## src/rtl/pong_game_ctrl_if.sv

```systemverilog
// Signal bundle between the pong game sequencer, the video timing source and the ball datapath.
// The slave side is the sequencer; the master side drives frames, buttons and ball position.
interface pong_game_ctrl_if;
    logic        frame_start;
    logic        start_btn;
    logic        pause_btn;
    logic [1:0]  speed;
    logic [12:0] ball_col;
    logic [12:0] ball_row;
    logic        ball_step;
    logic        ball_rst_n;
    logic [2:0]  state;
    logic [3:0]  score_l;
    logic [3:0]  score_r;
    logic        game_over;
    logic [12:0] dbg_row;

    modport master (
        output frame_start, start_btn, pause_btn, speed, ball_col, ball_row,
        input  ball_step, ball_rst_n, state, score_l, score_r, game_over, dbg_row
    );

    modport slave (
        input  frame_start, start_btn, pause_btn, speed, ball_col, ball_row,
        output ball_step, ball_rst_n, state, score_l, score_r, game_over, dbg_row
    );
endinterface

```

## src/rtl/pong_game_ctrl.sv

```systemverilog
// Pong game sequencer: turns frame strobes into ball step bursts, detects goals,
// keeps score and runs the serve/play/pause/point/over flow.
//
// state | meaning
// IDLE  | waiting for start, ball held in reset
// SERVE | ball held in reset for SERVE_FRAMES frame strobes
// PLAY  | each frame issues a burst of speed+1 steps, goals checked between steps
// PAUSE | ball released but frozen, no steps
// POINT | one cycle to credit the scorer
// OVER  | final score held until a new start
module pong_game_ctrl #(
    parameter logic [3:0]  MAX_SCORE    = 4'd7,
    parameter logic [7:0]  SERVE_FRAMES = 8'd60,
    parameter logic [12:0] LEFT_GOAL    = 13'd6,
    parameter logic [12:0] RIGHT_GOAL   = 13'd610
) (
    input  logic             clk,
    input  logic             reset,
    pong_game_ctrl_if.slave  bus
);

    typedef enum logic [2:0] {
        S_IDLE  = 3'd0,
        S_SERVE = 3'd1,
        S_PLAY  = 3'd2,
        S_PAUSE = 3'd3,
        S_POINT = 3'd4,
        S_OVER  = 3'd5
    } state_t;

    state_t      state_q, state_d;
    logic        start_q, pause_q;
    logic [7:0]  serve_cnt_q, serve_cnt_d;
    logic        burst_q, burst_d;
    logic        check_q, check_d;
    logic [1:0]  rem_q, rem_d;
    logic        pend_q, pend_d;
    logic        scorer_l_q, scorer_l_d;
    logic [3:0]  score_l_q, score_l_d;
    logic [3:0]  score_r_q, score_r_d;
    logic        step_q, step_d;
    logic        rst_n_q, rst_n_d;
    logic        over_q, over_d;
    logic [12:0] row_q;

    logic        start_edge, pause_edge, pause_now;
    logic        goal_l, goal_r;
    logic [7:0]  serve_inc;
    logic [3:0]  next_l, next_r;

    assign start_edge = bus.start_btn & ~start_q;
    assign pause_edge = bus.pause_btn & ~pause_q;
    assign pause_now  = pend_q | pause_edge;
    // goal_l: the left player scored (ball reached the right wall)
    assign goal_l     = (bus.ball_col >= RIGHT_GOAL);
    assign goal_r     = (bus.ball_col <= LEFT_GOAL);
    assign serve_inc  = serve_cnt_q + 8'd1;
    assign next_l     = score_l_q + 4'd1;
    assign next_r     = score_r_q + 4'd1;

    always_comb begin
        state_d     = state_q;
        serve_cnt_d = serve_cnt_q;
        burst_d     = burst_q;
        check_d     = step_q;
        rem_d       = rem_q;
        pend_d      = pend_q;
        scorer_l_d  = scorer_l_q;
        score_l_d   = score_l_q;
        score_r_d   = score_r_q;
        step_d      = 1'b0;

        case (state_q)
            S_IDLE, S_OVER: begin
                if (start_edge) begin
                    score_l_d   = 4'd0;
                    score_r_d   = 4'd0;
                    serve_cnt_d = 8'd0;
                    state_d     = S_SERVE;
                end
            end
            S_SERVE: begin
                if (bus.frame_start) begin
                    serve_cnt_d = serve_inc;
                    if (serve_inc == SERVE_FRAMES) state_d = S_PLAY;
                end
            end
            S_PLAY: begin
                if (burst_q) begin
                    pend_d = pause_now;
                    if (check_q) begin
                        if (goal_l | goal_r) begin
                            state_d    = S_POINT;
                            scorer_l_d = goal_l;
                            burst_d    = 1'b0;
                            rem_d      = 2'd0;
                            pend_d     = 1'b0;
                        end else if (rem_q != 2'd0) begin
                            step_d = 1'b1;
                            rem_d  = rem_q - 2'd1;
                        end else begin
                            burst_d = 1'b0;
                        end
                    end
                end else if (pause_now) begin
                    state_d = S_PAUSE;
                    pend_d  = 1'b0;
                end else if (bus.frame_start) begin
                    burst_d = 1'b1;
                    step_d  = 1'b1;
                    rem_d   = bus.speed;
                end
            end
            S_PAUSE: begin
                if (pause_edge) state_d = S_PLAY;
            end
            S_POINT: begin
                serve_cnt_d = 8'd0;
                if (scorer_l_q) begin
                    score_l_d = next_l;
                    state_d   = (next_l == MAX_SCORE) ? S_OVER : S_SERVE;
                end else begin
                    score_r_d = next_r;
                    state_d   = (next_r == MAX_SCORE) ? S_OVER : S_SERVE;
                end
            end
            default: state_d = S_IDLE;
        endcase

        // The ball stays released through POINT and drops into reset as SERVE begins.
        rst_n_d = (state_d == S_PLAY) || (state_d == S_PAUSE) || (state_d == S_POINT);
        over_d  = (state_d == S_OVER);
    end

    always_ff @(posedge clk) begin
        if (reset) begin
            state_q     <= S_IDLE;
            start_q     <= 1'b0;
            pause_q     <= 1'b0;
            serve_cnt_q <= 8'd0;
            burst_q     <= 1'b0;
            check_q     <= 1'b0;
            rem_q       <= 2'd0;
            pend_q      <= 1'b0;
            scorer_l_q  <= 1'b0;
            score_l_q   <= 4'd0;
            score_r_q   <= 4'd0;
            step_q      <= 1'b0;
            rst_n_q     <= 1'b0;
            over_q      <= 1'b0;
            row_q       <= 13'd0;
        end else begin
            state_q     <= state_d;
            start_q     <= bus.start_btn;
            pause_q     <= bus.pause_btn;
            serve_cnt_q <= serve_cnt_d;
            burst_q     <= burst_d;
            check_q     <= check_d;
            rem_q       <= rem_d;
            pend_q      <= pend_d;
            scorer_l_q  <= scorer_l_d;
            score_l_q   <= score_l_d;
            score_r_q   <= score_r_d;
            step_q      <= step_d;
            rst_n_q     <= rst_n_d;
            over_q      <= over_d;
            row_q       <= bus.ball_row;
        end
    end

    assign bus.ball_step  = step_q;
    assign bus.ball_rst_n = rst_n_q;
    assign bus.state      = state_q;
    assign bus.score_l    = score_l_q;
    assign bus.score_r    = score_r_q;
    assign bus.game_over  = over_q;
    assign bus.dbg_row    = row_q;

endmodule

```

## src/flat_wrapper.sv

```systemverilog
// flat-port wrapper written by rule: the top's interface ports become plain ports
module pong_game_ctrl_flat 
#(
    parameter logic [3:0]  MAX_SCORE    = 4'd7,
    parameter logic [7:0]  SERVE_FRAMES = 8'd60,
    parameter logic [12:0] LEFT_GOAL    = 13'd6,
    parameter logic [12:0] RIGHT_GOAL   = 13'd610
)
  (clk, reset, bus_frame_start, bus_start_btn, bus_pause_btn, bus_speed, bus_ball_col, bus_ball_row, bus_ball_step, bus_ball_rst_n, bus_state, bus_score_l, bus_score_r, bus_game_over, bus_dbg_row);
  pong_game_ctrl_if bus_i ();
  input  logic clk;
  input  logic reset;
  input wire logic [$bits(bus_i.frame_start)-1:0] bus_frame_start;
  input wire logic [$bits(bus_i.start_btn)-1:0] bus_start_btn;
  input wire logic [$bits(bus_i.pause_btn)-1:0] bus_pause_btn;
  input wire logic [$bits(bus_i.speed)-1:0] bus_speed;
  input wire logic [$bits(bus_i.ball_col)-1:0] bus_ball_col;
  input wire logic [$bits(bus_i.ball_row)-1:0] bus_ball_row;
  output wire logic [$bits(bus_i.ball_step)-1:0] bus_ball_step;
  output wire logic [$bits(bus_i.ball_rst_n)-1:0] bus_ball_rst_n;
  output wire logic [$bits(bus_i.state)-1:0] bus_state;
  output wire logic [$bits(bus_i.score_l)-1:0] bus_score_l;
  output wire logic [$bits(bus_i.score_r)-1:0] bus_score_r;
  output wire logic [$bits(bus_i.game_over)-1:0] bus_game_over;
  output wire logic [$bits(bus_i.dbg_row)-1:0] bus_dbg_row;
  assign bus_i.frame_start = bus_frame_start;
  assign bus_i.start_btn = bus_start_btn;
  assign bus_i.pause_btn = bus_pause_btn;
  assign bus_i.speed = bus_speed;
  assign bus_i.ball_col = bus_ball_col;
  assign bus_i.ball_row = bus_ball_row;
  assign bus_ball_step = bus_i.ball_step;
  assign bus_ball_rst_n = bus_i.ball_rst_n;
  assign bus_state = bus_i.state;
  assign bus_score_l = bus_i.score_l;
  assign bus_score_r = bus_i.score_r;
  assign bus_game_over = bus_i.game_over;
  assign bus_dbg_row = bus_i.dbg_row;
  pong_game_ctrl #(.MAX_SCORE(MAX_SCORE), .SERVE_FRAMES(SERVE_FRAMES), .LEFT_GOAL(LEFT_GOAL), .RIGHT_GOAL(RIGHT_GOAL)) u_core (.clk(clk), .reset(reset), .bus(bus_i));
endmodule
```

## config.mk

```make
export PLATFORM = sky130hd
export DESIGN_NAME = pong_game_ctrl_flat
export DESIGN_NICKNAME = d
export VERILOG_FILES = /design/src/rtl/pong_game_ctrl_if.sv /design/src/rtl/pong_game_ctrl.sv /design/src/flat_wrapper.sv
export SDC_FILE = /design/constraint.sdc
export NUM_CORES = 1
export LEC_CHECK = 0
export ABC_AREA = 1
export ABC_CLOCK_PERIOD_IN_PS = 3700
export CAP_MARGIN = 20
export CORE_MARGIN = 5
export CORE_UTILIZATION = 50
export CTS_CLUSTER_DIAMETER = 50
export CTS_CLUSTER_SIZE = 25
export DETAILED_ROUTE_END_ITERATION = 10
export PLACE_DENSITY = 0.92
export SLEW_MARGIN = 20
export SYNTH_ARGS = -nofsm -noshare
export SYNTH_HDL_FRONTEND = slang
export SYNTH_SLANG_ARGS = --single-unit
```

## constraint.sdc

```tcl
create_clock -name clk -period 3.7 [get_ports clk]
set_input_delay 0.37 -clock clk [delete_from_list [all_inputs] [get_ports clk]]
set_output_delay 0.37 -clock clk [all_outputs]
set_load 0.02 [all_outputs]
```

# After elaboration in Yosys (flattened, before gate mapping)
# Cells that the tools add are included.
[classes]
add_sub_neg = 4
order_cmp = 2
eq_ne = 19
n_mux = 38
bitwise = 7
n_reduce_logical = 16
[op_table]
columns = ["operator", "n"]
rows = [
  ["$mux 3", 11],
  ["$pmux 8 s3", 1],
  ["$mux 8", 2],
  ["$pmux 4 s2", 2],
  ["$pmux 3 s5", 1],
  ["$ge 13x10->1 const B", 1],
  ["$le 13x3->1 const B", 1],
  ["$eq 3x2->1 const B", 4],
  ["$eq 3x3->1 const B", 4],
  ["$mux 1", 12],
  ["$mux 2", 6],
  ["$mux 4", 3],
  ["$reduce_and 3->1", 3],
  ["$add 4x1->4 const B", 2],
  ["$add 8x1->8 const B", 1],
  ["$eq 4x3->1 const B", 2],
  ["$eq 8x6->1 const B", 1],
  ["$reduce_bool 2->1", 4],
  ["$ne 2x1->1 const B", 3],
  ["$ne 2x2->1 const B", 3],
  ["$reduce_and 5->1", 1],
  ["$reduce_and 4->1", 1],
  ["$reduce_or 2->1", 2],
  ["$eq 3x1->1 const B", 1],
  ["other kinds (9)", 14],
]
[totals]
register_bits = 43
input_bits = 33
wordCells = 101

# Logic depth before layout (Yosys ltp)
# Gate-level depths: netlist of run 1.
[logic_depth]
ltp_word = 9
depth_mapped = 11
mapped_depth_nobuf = 11

# Least setup slack after synthesis of run 1
# Ideal clock, no wire load.
[synth_timing]
kind = "reg2reg"
from = "register u_core.state_q[1] (netlist: u_core.bus.state[1])"
to = "register u_core.score_r_q[2] (netlist: u_core.bus.score_r[2])"
t_arrival_ps = 1291
required_time_ps = 3572
setup_slack_ps = 2282
stages_incl_launch_ff = 9
n_path_buf = 0
path_cell_list = "dfxtp_1 inv_1 nand2_2 nor2_2 a21oi_2 or2_4 nand3_1 a22oi_1 nor2_1"
[synth_via]
elab_chain_len = 4
[synth_rtl]
columns = ["element", "line", "text"]
rows = [
  ["start, declared", "pong_game_ctrl.sv:31", "state_t state_q, state_d;"],
  ["start signal, assigned", "pong_game_ctrl.sv:153", "state_q <= state_d;"],
  ["$eq 3x3->1 or $logic_not 3->1 (tied branches)", "pong_game_ctrl.sv:73", "case (state_q)"],
  ["$reduce_or 2->1", "pong_game_ctrl.sv:73", ""],
  ["$ne 2x1->1 (no source line) or $reduce_bool 2->1 (tied branches)", "n/a", ""],
  ["$reduce_and 3->1 (no source line)", "n/a", ""],
  ["end signal, assigned", "pong_game_ctrl.sv:163", "score_r_q <= score_r_d;"],
  ["end, declared", "pong_game_ctrl.sv:40", "logic [3:0] score_r_q, score_r_d;"],
]
# Several ways; a longest one is shown, not always the timed one.
# A chain may end at the register's enable or synchronous reset.

# Worst setup path in the final report of run 1
[layout_timing]
from = "register u_core.state_q[2] (netlist: u_core.bus.state[2])"
to = "output port bus_state[2]"
[layout_rtl]
columns = ["element", "line", "text"]
rows = [
  ["end, declared", "flat_wrapper.sv:21", "output wire logic [$bits(bus_i.state)-1:0] bus_state;"],
]
# No word-level cell between the ends.

==> results of run 1 <==
==> metal layers <==
layer,up-vias,track usage (%)
met2,55,32.5
met5,-,0
li1,1021,-
met1,946,22.3
met3,7,5.34
met4,0,6.64
==> synthesized netlist by cell type (4+ instances only) <==
| cell type | count | area [um^2] |
|---|---|---|
| nand3_1 | 17 | 85.1 |
| a21oi_1 | 19 | 95.1 |
| o21ai_0 | 8 | 40.0 |
| nand4_1 | 5 | 31.3 |
| dfxtp_1 | 43 | 861 |
| a22oi_1 | 5 | 37.5 |
| nor2_1 | 44 | 165 |
| clkbuf_1 | 4 | 15.0 |
| ha_1 | 4 | 50.1 |
| inv_1 | 42 | 158 |
| nor3_1 | 5 | 25.0 |
| nand2_1 | 54 | 203 |
==> placed cells by master, fill, tap and decap left out, types with 3 or more instances in the layout <==
cell type        count
nand3_1             17
o21ai_0              8
nand4_1              5
nor2_2               3
inv_2                3
a22oi_1              5
a21oi_1             19
ha_1                 4
dfxtp_1             43
clkdlybuf4s50_1     59
nor2_1              44
xor2_1               3
inv_1               42
nand2_1             54
clkbuf_8             7
nand3_2              3
nor3_1               5
nand2_2              3
==> how the worst max path moves through the flow <==
stage | cells past startpoint | endpoint | from | slack (ns)
after floorplan | 8 | u_core.bus.score_r[2]$_SDFFE_PP0P_ | u_core.bus.state[1]$_SDFF_PP0_ | 2.28
after global placement | 6 | u_core.bus.ball_step$_SDFF_PP0_ | reset | 1.76
after detailed placement | 6 | u_core.bus.ball_step$_SDFF_PP0_ | reset | 1.71
after CTS | 1 | bus_state[2] | u_core.bus.state[2]$_SDFF_PP0_ | 1.92
after global routing | 1 | bus_state[2] | u_core.bus.state[2]$_SDFF_PP0_ | 1.88
final | 1 | bus_state[2] | u_core.bus.state[2]$_SDFF_PP0_ | 1.92
==> flip-flops by register name (all words and copies together), names as in the netlist <==
signal / cells
u_core.burst_q: 1
u_core.bus.ball_rst_n: 1
u_core.bus.ball_step: 1
u_core.bus.dbg_row: 13
u_core.bus.game_over: 1
u_core.bus.score_l: 4
u_core.bus.score_r: 4
u_core.bus.state: 3
u_core.check_q: 1
u_core.pause_q: 1
u_core.pend_q: 1
u_core.rem_q: 2
u_core.scorer_l_q: 1
u_core.serve_cnt_q: 8
u_core.start_q: 1
==> stage by stage <==
stage / power [uW] / cells / cell area [um^2] / utilization, % / setup slack, ns
6_report: 925 / 397 / 2760 / 69.9 / 1.92
5_1_grt: 962 / 397 / 2760 / 69.9 / 1.88
4_1_cts: 931 / 397 / 2760 / 69.9 / 1.92
3_5_place_dp: 614 / 389 / 2660 / 67.4 / 1.71
3_3_place_gp: 611 / 389 / 2660 / 67.4 / 1.76
2_1_floorplan: 550 / 284 / 2020 / - / 2.28
==> cell families (layout without fill, tap and decap cells) <==
family	count (synthesis)	count (layout)	synth area share [%]
compound gates	39	39	11.4
simple gates	141	141	31.5
fa+ha+maj	4	4	2.48
buf+inv	52	115	9.75
flops	43	43	42.7
xor+xnor	5	5	2.17
==> power groups by stage <==
stage / combinational (uW) / sequential, uW / clock, uW
4_1_cts: 126 / 479 / 327
5_1_grt: 137 / 480 / 346
6_report: 126 / 479 / 321
3_5_place_dp: 125 / 490 / 0
3_3_place_gp: 122 / 489 / 0
2_1_floorplan: 49.8 / 500 / 0
==> final cells by class <==
type                    instances  area [um^2]  share of cell area (%)
repair buffers                 60          598                    21.7
inverters                      47          176                    6.40
well taps                      50         62.6                    2.27
clock buffers                   8          100                    3.63
multi-input cells             189          958                    34.8
flip-flops and latches         43          861                    31.2
==> results.py, run 1 <==
metrics = {
    "outcome": {
        "status": "finished clean",
    },
    "sta": {
        "hold_viol_final": 0,
        "finalSetupTns_ns": 0,
        "fin_skew_ns": 0.00793,
        "slew_headroom_pct": 75.5,
        "slew_viol_final": 0,
        "tightest_slew_ns": 0.367,
        "clock.fmax_mhz": 562,
        "whs_ns": 0.433,
        "setup_viol_count_final": 0,
        "fin_crit_sh_pct": 48.1,
        "rsz0062_at_grt": "no",
        "min_period_ns": 1.78,
    },
    "synthesis": {
        "ys_seq_area_share_pct": 42.7,
        "synth-edff-count": 0,
        "ys_warn_count": 0,
        "async_reset_ff_share_pct": 0,
        "synth-main-ff-cell": "dfxtp_1",
        "netlist_area_um2": 2020,
        "synthCells": 284,
        "ys_ff_latch": 43,
        "syn_nets": 321,
        "yosysUniqueCellTypes": 32,
        "postSynthAreaPerCell_um2": 7.10,
    },
    "die": {
        "io_pins": 60,
        "start_util_pct": 51.1,
        "die_height_um": 73.5,
        "die_w_um": 73.5,
        "dieArea_um2": 5400,
        "core_area_um2": 3940,
        "num_rows": 23,
    },
    "drt": {
        "dr_wl_met3_um": 305,
        "wl_per_cell_um": 12.1,
        "route.detailed.drc": 0,
        "met2_length_mm": 2.46,
        "dr_total_vias": 2029,
        "first_pass_iters": 4,
        "postRouteAntennaNets": 0,
        "wirelength_mm": 4.82,
        "wl_met1_mm": 2.01,
        "routed.top_layer": "met4",
        "viasPerCell": 5.11,
        "drt_iter0_drc": 202,
    },
    "critical_path": {
        "r2r_cells": 11,
        "cp-start-kind": "flip-flop",
        "critPathRequiredTime_ns": 3.33,
        "cpPeakStageDelay_ns": 0.65,
        "worstPathCellList": "clkdlybuf4s50_1",
        "worstPathArrival_ns": 1.41,
        "cp_top_family": "buffers and inverters",
        "r2r_end": "u_core.bus.ball_rst_n$_SDFF_PP0_",
        "reg2reg_slack_ns": 2.13,
        "path_class": "reg -> out",
        "cp.buffers_inverters": 1,
        "r2r_start": "u_core.serve_cnt_q[1]$_SDFFE_PP0P_",
        "crit_slowest_cell": "clkdlybuf4s50_1",
        "critPathMaxFanout": 5,
        "end_kind": "primary output",
    },
    "finish": {
        "drive_above_1_share_pct": 8.07,
        "nNetsFinal": 383,
        "n_antenna_cell": 0,
        "nFillCells": 312,
        "syn_to_final_growth_pct": 36.7,
    },
    "cts": {
        "hold_buffers": 0,
        "post-cts-setup-buffer-count": 0,
        "cts_tree": "done",
        "cts_buffer_depth": 2,
        "path_clk_slew_ns": 0.08,
        "cts_max_level": 2,
        "clk_latency_ns": 0.30,
        "root_buffer": "clkbuf_8",
        "cts_buffers": 5,
        "cts.sinks": 43,
        "cts_resized": 0,
    },
    "power_and_ir_drop": {
        "power.switching_uw": 219,
        "p_leak_uw": 0.00118,
        "switching_share_pct": 23.7,
        "p_comb_share_pct": 13.6,
        "pwr-share-seq_pct": 51.7,
        "ir_drop_mv": 0.256,
        "p_int_uw": 706,
        "pwr-share-clk_pct": 34.7,
        "p_per_area_nw_per_um2": 336,
    },
    "hold_path": {
        "hp-class": "reg -> reg",
        "min_to": "u_core.check_q$_SDFF_PP0_",
        "whs_path_depth": 2,
        "hold_start": "u_core.bus.ball_step$_SDFF_PP0_",
    },
    "placement": {
        "dpl.hpwl_mm": 3.56,
        "gp_congestion": 0.858,
        "portBuffers": 59,
    },
    "grt": {
        "antenna_found_initial": 0,
        "grt_start_max_net_pins": 35,
        "groute.usage.overall_pct": 18.9,
        "grt_pass1_vias": 1925,
        "grt_pass1_wl_mm": 8.05,
        "grt_overflow_total": 0,
    },
    "flow_run": {
        "max-cap-violations": 0,
    },
}
No activity file was read; power rests on OpenSTA's default activity.
==> run 2, diff against run 1 <==
--- a/config.mk
+++ b/config.mk
@@ -6,14 +6,14 @@
 export NUM_CORES = 1
 export LEC_CHECK = 0
 export ABC_AREA = 1
-export ABC_CLOCK_PERIOD_IN_PS = 3700
+export ABC_CLOCK_PERIOD_IN_PS = 1700
 export CAP_MARGIN = 20
 export CORE_MARGIN = 5
-export CORE_UTILIZATION = 50
+export CORE_UTILIZATION = 47
 export CTS_CLUSTER_DIAMETER = 50
 export CTS_CLUSTER_SIZE = 25
 export DETAILED_ROUTE_END_ITERATION = 10
-export PLACE_DENSITY = 0.92
+export PLACE_DENSITY = 0.88
 export SLEW_MARGIN = 20
 export SYNTH_ARGS = -nofsm -noshare
 export SYNTH_HDL_FRONTEND = slang
==> constraint.sdc (replaced) <==
create_clock -name clk -period 1.7 [get_ports clk]
set_input_delay 0.17 -clock clk [delete_from_list [all_inputs] [get_ports clk]]
set_output_delay 0.17 -clock clk [all_outputs]
set_load 0.02 [all_outputs]
==> results.py, run 2 (same netlist as run 1, synthesis figures left out) <==
metrics = {
    "outcome": {
        "status": "finished clean",
    },
    "cts": {
        "cts_max_level": 2,
        "cts_buffer_depth": 2,
        "root_buffer": "clkbuf_8",
        "cts.sinks": 43,
        "cts_buffers": 5,
        "path_clk_slew_ns": 0.08,
        "cts_tree": "done",
        "clk_latency_ns": 0.30,
    },
    "finish": {
        "nFillCells": 341,
        "final_common_cell": "clkdlybuf4s50_1",
        "n_antenna_cell": 0,
        "fin_util_pct": 67.5,
        "final_cell_mix": "59 x clkdlybuf4s50_1, 54 x nand2_1, 43 x nor2_1, 43 x dfxtp_1, 42 x inv_1",
        "seq_area_um2": 861,
        "drive_above_1_share_pct": 9.46,
        "largest_register_ffs": 13,
        "nNetsFinal": 385,
        "syn_to_final_growth_pct": 36.9,
        "multiInputGateArea_um2": 963,
        "fin_area_um2": 2760,
    },
    "drt": {
        "drt_iter0_drc": 162,
        "first_pass_iters": 4,
        "postRouteAntennaNets": 0,
        "route.detailed.drc": 0,
        "dr_total_vias": 1977,
        "wl_per_cell_um": 11.8,
        "viasPerCell": 4.95,
        "wirelength_mm": 4.70,
    },
    "hold_path": {
        "hold_start": "bus_ball_row[1]",
        "whs_path_depth": 3,
        "hp-class": "in -> reg",
        "min_to": "u_core.bus.dbg_row[1]$_SDFF_PP0_",
    },
    "power_and_ir_drop": {
        "ir_drop_mv": 0.633,
        "p_per_area_nw_per_um2": 708,
        "p_leak_uw": 0.00119,
        "fin_total_pwr_uw": 1960,
    },
    "critical_path": {
        "worstPathCellList": "clkdlybuf4s50_1",
        "critPathRequiredTime_ns": 1.53,
        "r2r_end": "u_core.bus.ball_rst_n$_SDFF_PP0_",
        "end_kind": "primary output",
        "cp_top_family": "buffers and inverters",
        "critPathMaxFanout": 5,
        "cp.buffers_inverters": 1,
        "path_class": "reg -> out",
        "crit_slowest_cell": "clkdlybuf4s50_1",
        "cp-start-kind": "flip-flop",
        "cpPeakStageDelay_ns": 0.65,
        "r2r_cells": 11,
        "worstPathArrival_ns": 1.39,
        "r2r_start": "u_core.serve_cnt_q[1]$_SDFFE_PP0P_",
        "reg2reg_slack_ns": 0.19,
    },
    "grt": {
        "grt_pass1_wl_mm": 8.16,
        "groute.usage.overall_pct": 18.5,
        "grt_overflow_total": 0,
        "grt_pass1_vias": 1893,
        "grt_start_max_net_pins": 23,
        "antenna_found_initial": 0,
    },
    "sta": {
        "rsz0062_at_grt": "no",
        "finalSetupTns_ns": 0,
        "tightest_slew_ns": 0.273,
        "clock.fmax_mhz": 642,
        "fin_skew_ns": 0.00854,
        "whs_ns": 0.373,
        "min_period_ns": 1.56,
        "slew_viol_final": 0,
        "fin_crit_sh_pct": 91.6,
        "hold_viol_final": 0,
        "slew_headroom_pct": 81.6,
        "setup_viol_count_final": 0,
    },
    "flow_run": {
        "max-cap-violations": 0,
    },
    "die": {
        "die_w_um": 75.5,
        "core_area_um2": 4090,
        "start_util_pct": 49.3,
        "io_pins": 60,
        "num_rows": 23,
        "dieArea_um2": 5700,
        "die_height_um": 75.5,
    },
    "placement": {
        "gp_congestion": 0.853,
        "portBuffers": 59,
        "dpl-instance-area_um2": 2670,
        "dpl.hpwl_mm": 3.57,
    },
}
[run 2: cell count changes in the layout (fill, tap and decap cells not counted)]
cell	change
clkinv_2	+3
buf_4	+2
clkbuf_8	-2
clkbuf_1	-1
ha_1	-1
ha_2	+1
nor2_1	-1
nor2_2	+1
[run 2: routing by layer]
layer | global-route usage [%] | up-vias | wire length (um) | part of all wire, %
met5 | 0 | - | 0 | 0
met4 | 5.63 | 0 | 66 | 1.4
met3 | 5.41 | 8 | 304 | 6.5
met2 | 32.8 | 52 | 2320 | 49
met1 | 21.4 | 896 | 2020 | 43
li1 | - | 1021 | - | -
[run 2: stage by stage]
step / worst slack, ns / instances
3_3_place_gp: 0.105 / 391
5_1_grt: 0.0151 / 399
6_report: 0.143 / 399
2_1_floorplan: 0.282 / 284
3_5_place_dp: -0.00162 / 391
4_1_cts: 0.124 / 399
[run 2: worst max-delay path by stage]
stage	from	endpoint	slack [ns]	cells past startpoint
final	u_core.bus.state[2]$_SDFF_PP0_	bus_state[2]	0.14	1
after global routing	u_core.serve_cnt_q[1]$_SDFFE_PP0P_	u_core.bus.state[1]$_SDFF_PP0_	0.02	9
after CTS	u_core.bus.state[2]$_SDFF_PP0_	bus_state[2]	0.12	1
after detailed placement	bus_ball_col[7]	u_core.rem_q[0]$_SDFFE_PP0P_	-0.002	9
after global placement	bus_ball_col[7]	u_core.scorer_l_q$_SDFFE_PP0P_	0.10	8
after floorplan	u_core.bus.state[1]$_SDFF_PP0_	u_core.bus.score_r[2]$_SDFFE_PP0P_	0.28	8
[run 2: report_power, final]
| group | total [uW] | switching [uW] | leakage [uW] | internal (uW) |
|---|---|---|---|---|
| combinational | 276 | 138 | 0.000787 | 138 |
| clock | 637 | 356 | 0.0000477 | 282 |
| sequential | 1040 | 11.5 | 0.000351 | 1030 |
[run 2: what timing repair did]
item                                    4_1_cts  5_1_grt
gates resized for setup                       0        2
setup buffers                                 0        0
hold buffers                                  0        0
endpoints found under the hold margin         0        0
endpoints found under the setup margin        0        3
[run 2: layout make-up]
type / instances / share of cell area, %
tap: 50 / 2.27
multi-input combinational: 189 / 34.9
timing repair buffer: 62 / 22.2
clock buffer: 5 / 2.49
sequential: 43 / 31.2
inverter: 47 / 6.39
clock inverter: 3 / 0.544
==> run 3, diff against run 2 <==
--- a/config.mk
+++ b/config.mk
@@ -5,15 +5,14 @@
 export SDC_FILE = /design/constraint.sdc
 export NUM_CORES = 1
 export LEC_CHECK = 0
-export ABC_AREA = 1
 export ABC_CLOCK_PERIOD_IN_PS = 1700
 export CAP_MARGIN = 20
 export CORE_MARGIN = 5
-export CORE_UTILIZATION = 47
+export CORE_UTILIZATION = 46
 export CTS_CLUSTER_DIAMETER = 50
 export CTS_CLUSTER_SIZE = 25
 export DETAILED_ROUTE_END_ITERATION = 10
-export PLACE_DENSITY = 0.88
+export PLACE_DENSITY = 0.87
 export SLEW_MARGIN = 20
 export SYNTH_ARGS = -nofsm -noshare
 export SYNTH_HDL_FRONTEND = slang
==> results.py, run 3 <==
metrics = {
    "outcome": {
        "status": "finished clean",
    },
    "cts": {
        "clk_latency_ns": 0.30,
        "cts_buffers": 5,
        "cts.sinks": 43,
        "post-cts-setup-buffer-count": 0,
        "root_buffer": "clkbuf_8",
        "cts_tree": "done",
        "cts_buffer_depth": 2,
        "cts_max_level": 2,
        "path_clk_slew_ns": 0.08,
    },
    "sta": {
        "fin_crit_sh_pct": 96.9,
        "worst_slack_ns": 0.0526,
        "clock.fmax_mhz": 607,
        "slew_viol_final": 0,
        "slew_headroom_pct": 76.2,
        "setup_viol_count_final": 0,
        "fin_skew_ns": 0.00492,
        "hold_viol_final": 0,
        "tightest_slew_ns": 0.352,
        "min_period_ns": 1.65,
        "rsz0062_at_grt": "yes",
    },
    "finish": {
        "nNetsFinal": 340,
        "syn_to_final_growth_pct": 47.3,
        "drive_above_1_share_pct": 14.8,
        "final_common_cell": "clkdlybuf4s50_1",
        "n_antenna_cell": 0,
        "largest_register_ffs": 13,
        "final_cell_mix": "59 x clkdlybuf4s50_1, 40 x dfxtp_1, 22 x buf_4",
        "fin_area_um2": 2850,
    },
    "placement": {
        "dpl.hpwl_mm": 3.57,
        "dpl-instance-area_um2": 2730,
        "portBuffers": 59,
        "gp_congestion": 0.890,
        "post-place-ws_ns": -0.255,
    },
    "grt": {
        "met1_usage_pct": 19.2,
        "grt_start_max_net_pins": 22,
        "antenna_found_initial": 0,
        "met3_usage_pct": 7.88,
        "top_usage_layer": "met2",
        "grt_pass1_wl_mm": 7.50,
        "grt_use_met2_pct": 27.5,
        "grt_pass1_vias": 1760,
        "groute.usage.overall_pct": 17.2,
        "grt_overflow_total": 0,
    },
    "power_and_ir_drop": {
        "switching_share_pct": 24.8,
        "pwr-share-seq_pct": 52.9,
        "pwr-share-clk_pct": 32.4,
        "ir_drop_mv": 0.600,
        "power.switching_uw": 489,
        "p_comb_share_pct": 14.7,
        "p_per_area_nw_per_um2": 691,
        "p_leak_uw": 0.00106,
        "fin_total_pwr_uw": 1970,
        "p_int_uw": 1480,
    },
    "critical_path": {
        "end_kind": "primary output",
        "cp-start-kind": "flip-flop",
        "worstPathArrival_ns": 1.48,
        "critPathRequiredTime_ns": 1.53,
        "critPathMaxFanout": 8,
        "path_class": "reg -> out",
    },
    "drt": {
        "viasPerCell": 5.38,
        "dr_total_vias": 1905,
        "route.detailed.drc": 0,
        "wl_per_cell_um": 13.1,
        "drt_iter0_drc": 67,
        "first_pass_iters": 4,
        "wirelength_mm": 4.65,
        "postRouteAntennaNets": 0,
    },
    "synthesis": {
        "synth.most_common_cell": "dfxtp_1",
        "yosys-top-cells-area": "dfxtp_1 44%, nor2b_1 6.1%, a21oi_1 5.4%",
        "synth_area_leader_cell": "dfxtp_1",
        "synth-edff-count": 0,
        "netlist_area_um2": 1940,
        "synth_commonest_cells": "43 x dfxtp_1, 21 x a21oi_1, 21 x nor2_1",
        "synth_top_area_share_pct": 44.5,
        "async_reset_ff_share_pct": 0,
        "synth-main-ff-cell": "dfxtp_1",
        "ys_warn_count": 0,
        "syn_nets": 261,
        "yosysUniqueCellTypes": 45,
        "synthCells": 224,
        "postSynthAreaPerCell_um2": 8.64,
        "ys_seq_area_share_pct": 44.5,
        "ys_ff_latch": 43,
    },
    "flow_run": {
        "max-cap-violations": 0,
    },
    "die": {
        "num_rows": 23,
        "io_pins": 60,
        "dieArea_um2": 5600,
        "die_w_um": 74.9,
        "start_util_pct": 48.0,
        "die_height_um": 74.9,
        "core_area_um2": 4030,
    },
    "hold_path": {
        "hp-class": "in -> reg",
    },
}
[run 3: cell types whose count changed after synthesis, sizes merged, moves of 5 or more]
| cell | delta |
|---|---|
| a211oi | +6 |
| inv | -39 |
| nand2 | -44 |
| nand3 | -10 |
| nand4 | -5 |
| nor2 | -27 |
| nor2b | +19 |
[run 3: power groups by stage]
stage | combinational, uW | sequential, uW | clock (uW)
5_1_grt | 314 | 1040 | 706
3_3_place_gp | 283 | 1070 | 0
2_1_floorplan | 96.2 | 1090 | 0
6_report | 290 | 1040 | 639
4_1_cts | 289 | 1040 | 659
3_5_place_dp | 287 | 1070 | 0
[run 3: stage by stage]
| stage | hold WS (ns) | setup TNS, ns | instances | util, % |
|---|---|---|---|---|
| 2_1_floorplan | 0.259 | -0.0508 | 224 | - |
| 3_3_place_gp | 0.446 | -1.43 | 346 | 67.7 |
| 3_5_place_dp | 0.474 | -1.90 | 346 | 67.7 |
| 4_1_cts | 0.410 | 0 | 354 | 69.9 |
| 5_1_grt | 0.409 | -0.0304 | 354 | 70.8 |
| 6_report | 0.416 | 0 | 354 | 70.8 |
[run 3: final cells by class]
cell class              instances  area [um^2]
multi-input cells             166         1050
clock inverters                 3         20.0
repair buffers                 81          756
flip-flops and latches         43          870
clock buffers                   5         68.8
well taps                      50         62.6
inverters                       6         22.5
fillers                       320         1180
[run 3: kinds of logic after synthesis]
logic type / synth area share (%)
and+or+nand+nor: 30.4
buffers and inverters: 2.97
adders and majority gates: 2.59
xor gates and xnor gates: 1.36
AOI/OAI and AO/OA: 18.2
DFF: 44.5
[run 3: worst paths after layout]
kind                                                 startpoint                                 end  slack [ns]  cells after the start
worst max-delay path             u_core.bus.state[2]$_SDFF_PP0_                        bus_state[2]        0.05                      2
worst min register to register  u_core.bus.ball_step$_SDFF_PP0_           u_core.check_q$_SDFF_PP0_        0.48                      1
worst min-delay path                           bus_ball_row[10]   u_core.bus.dbg_row[10]$_SDFF_PP0_        0.42                      2
worst max register to register   u_core.bus.state[2]$_SDFF_PP0_  u_core.bus.score_r[2]$_SDFFE_PP0P_        0.11                      4
[run 3: timing repair]
| item | in CTS | in global routing |
|---|---|---|
| hold buffers | 0 | 0 |
| gates resized for setup | 1 | 9 |
| setup endpoints to repair | 2 | 9 |
[run 3: layer usage]
layer  share of wire [%]  wire [um]
met2                  47       2200
met1                  40       1880
met4                 2.3        106
met3                 9.9        461
met5                   0          0
[run 3: critical path, cell delays in order (launching register included)]
cell,delay (ns)
dfxtp_4,0.39
buf_4,0.17
clkdlybuf4s50_1,0.61
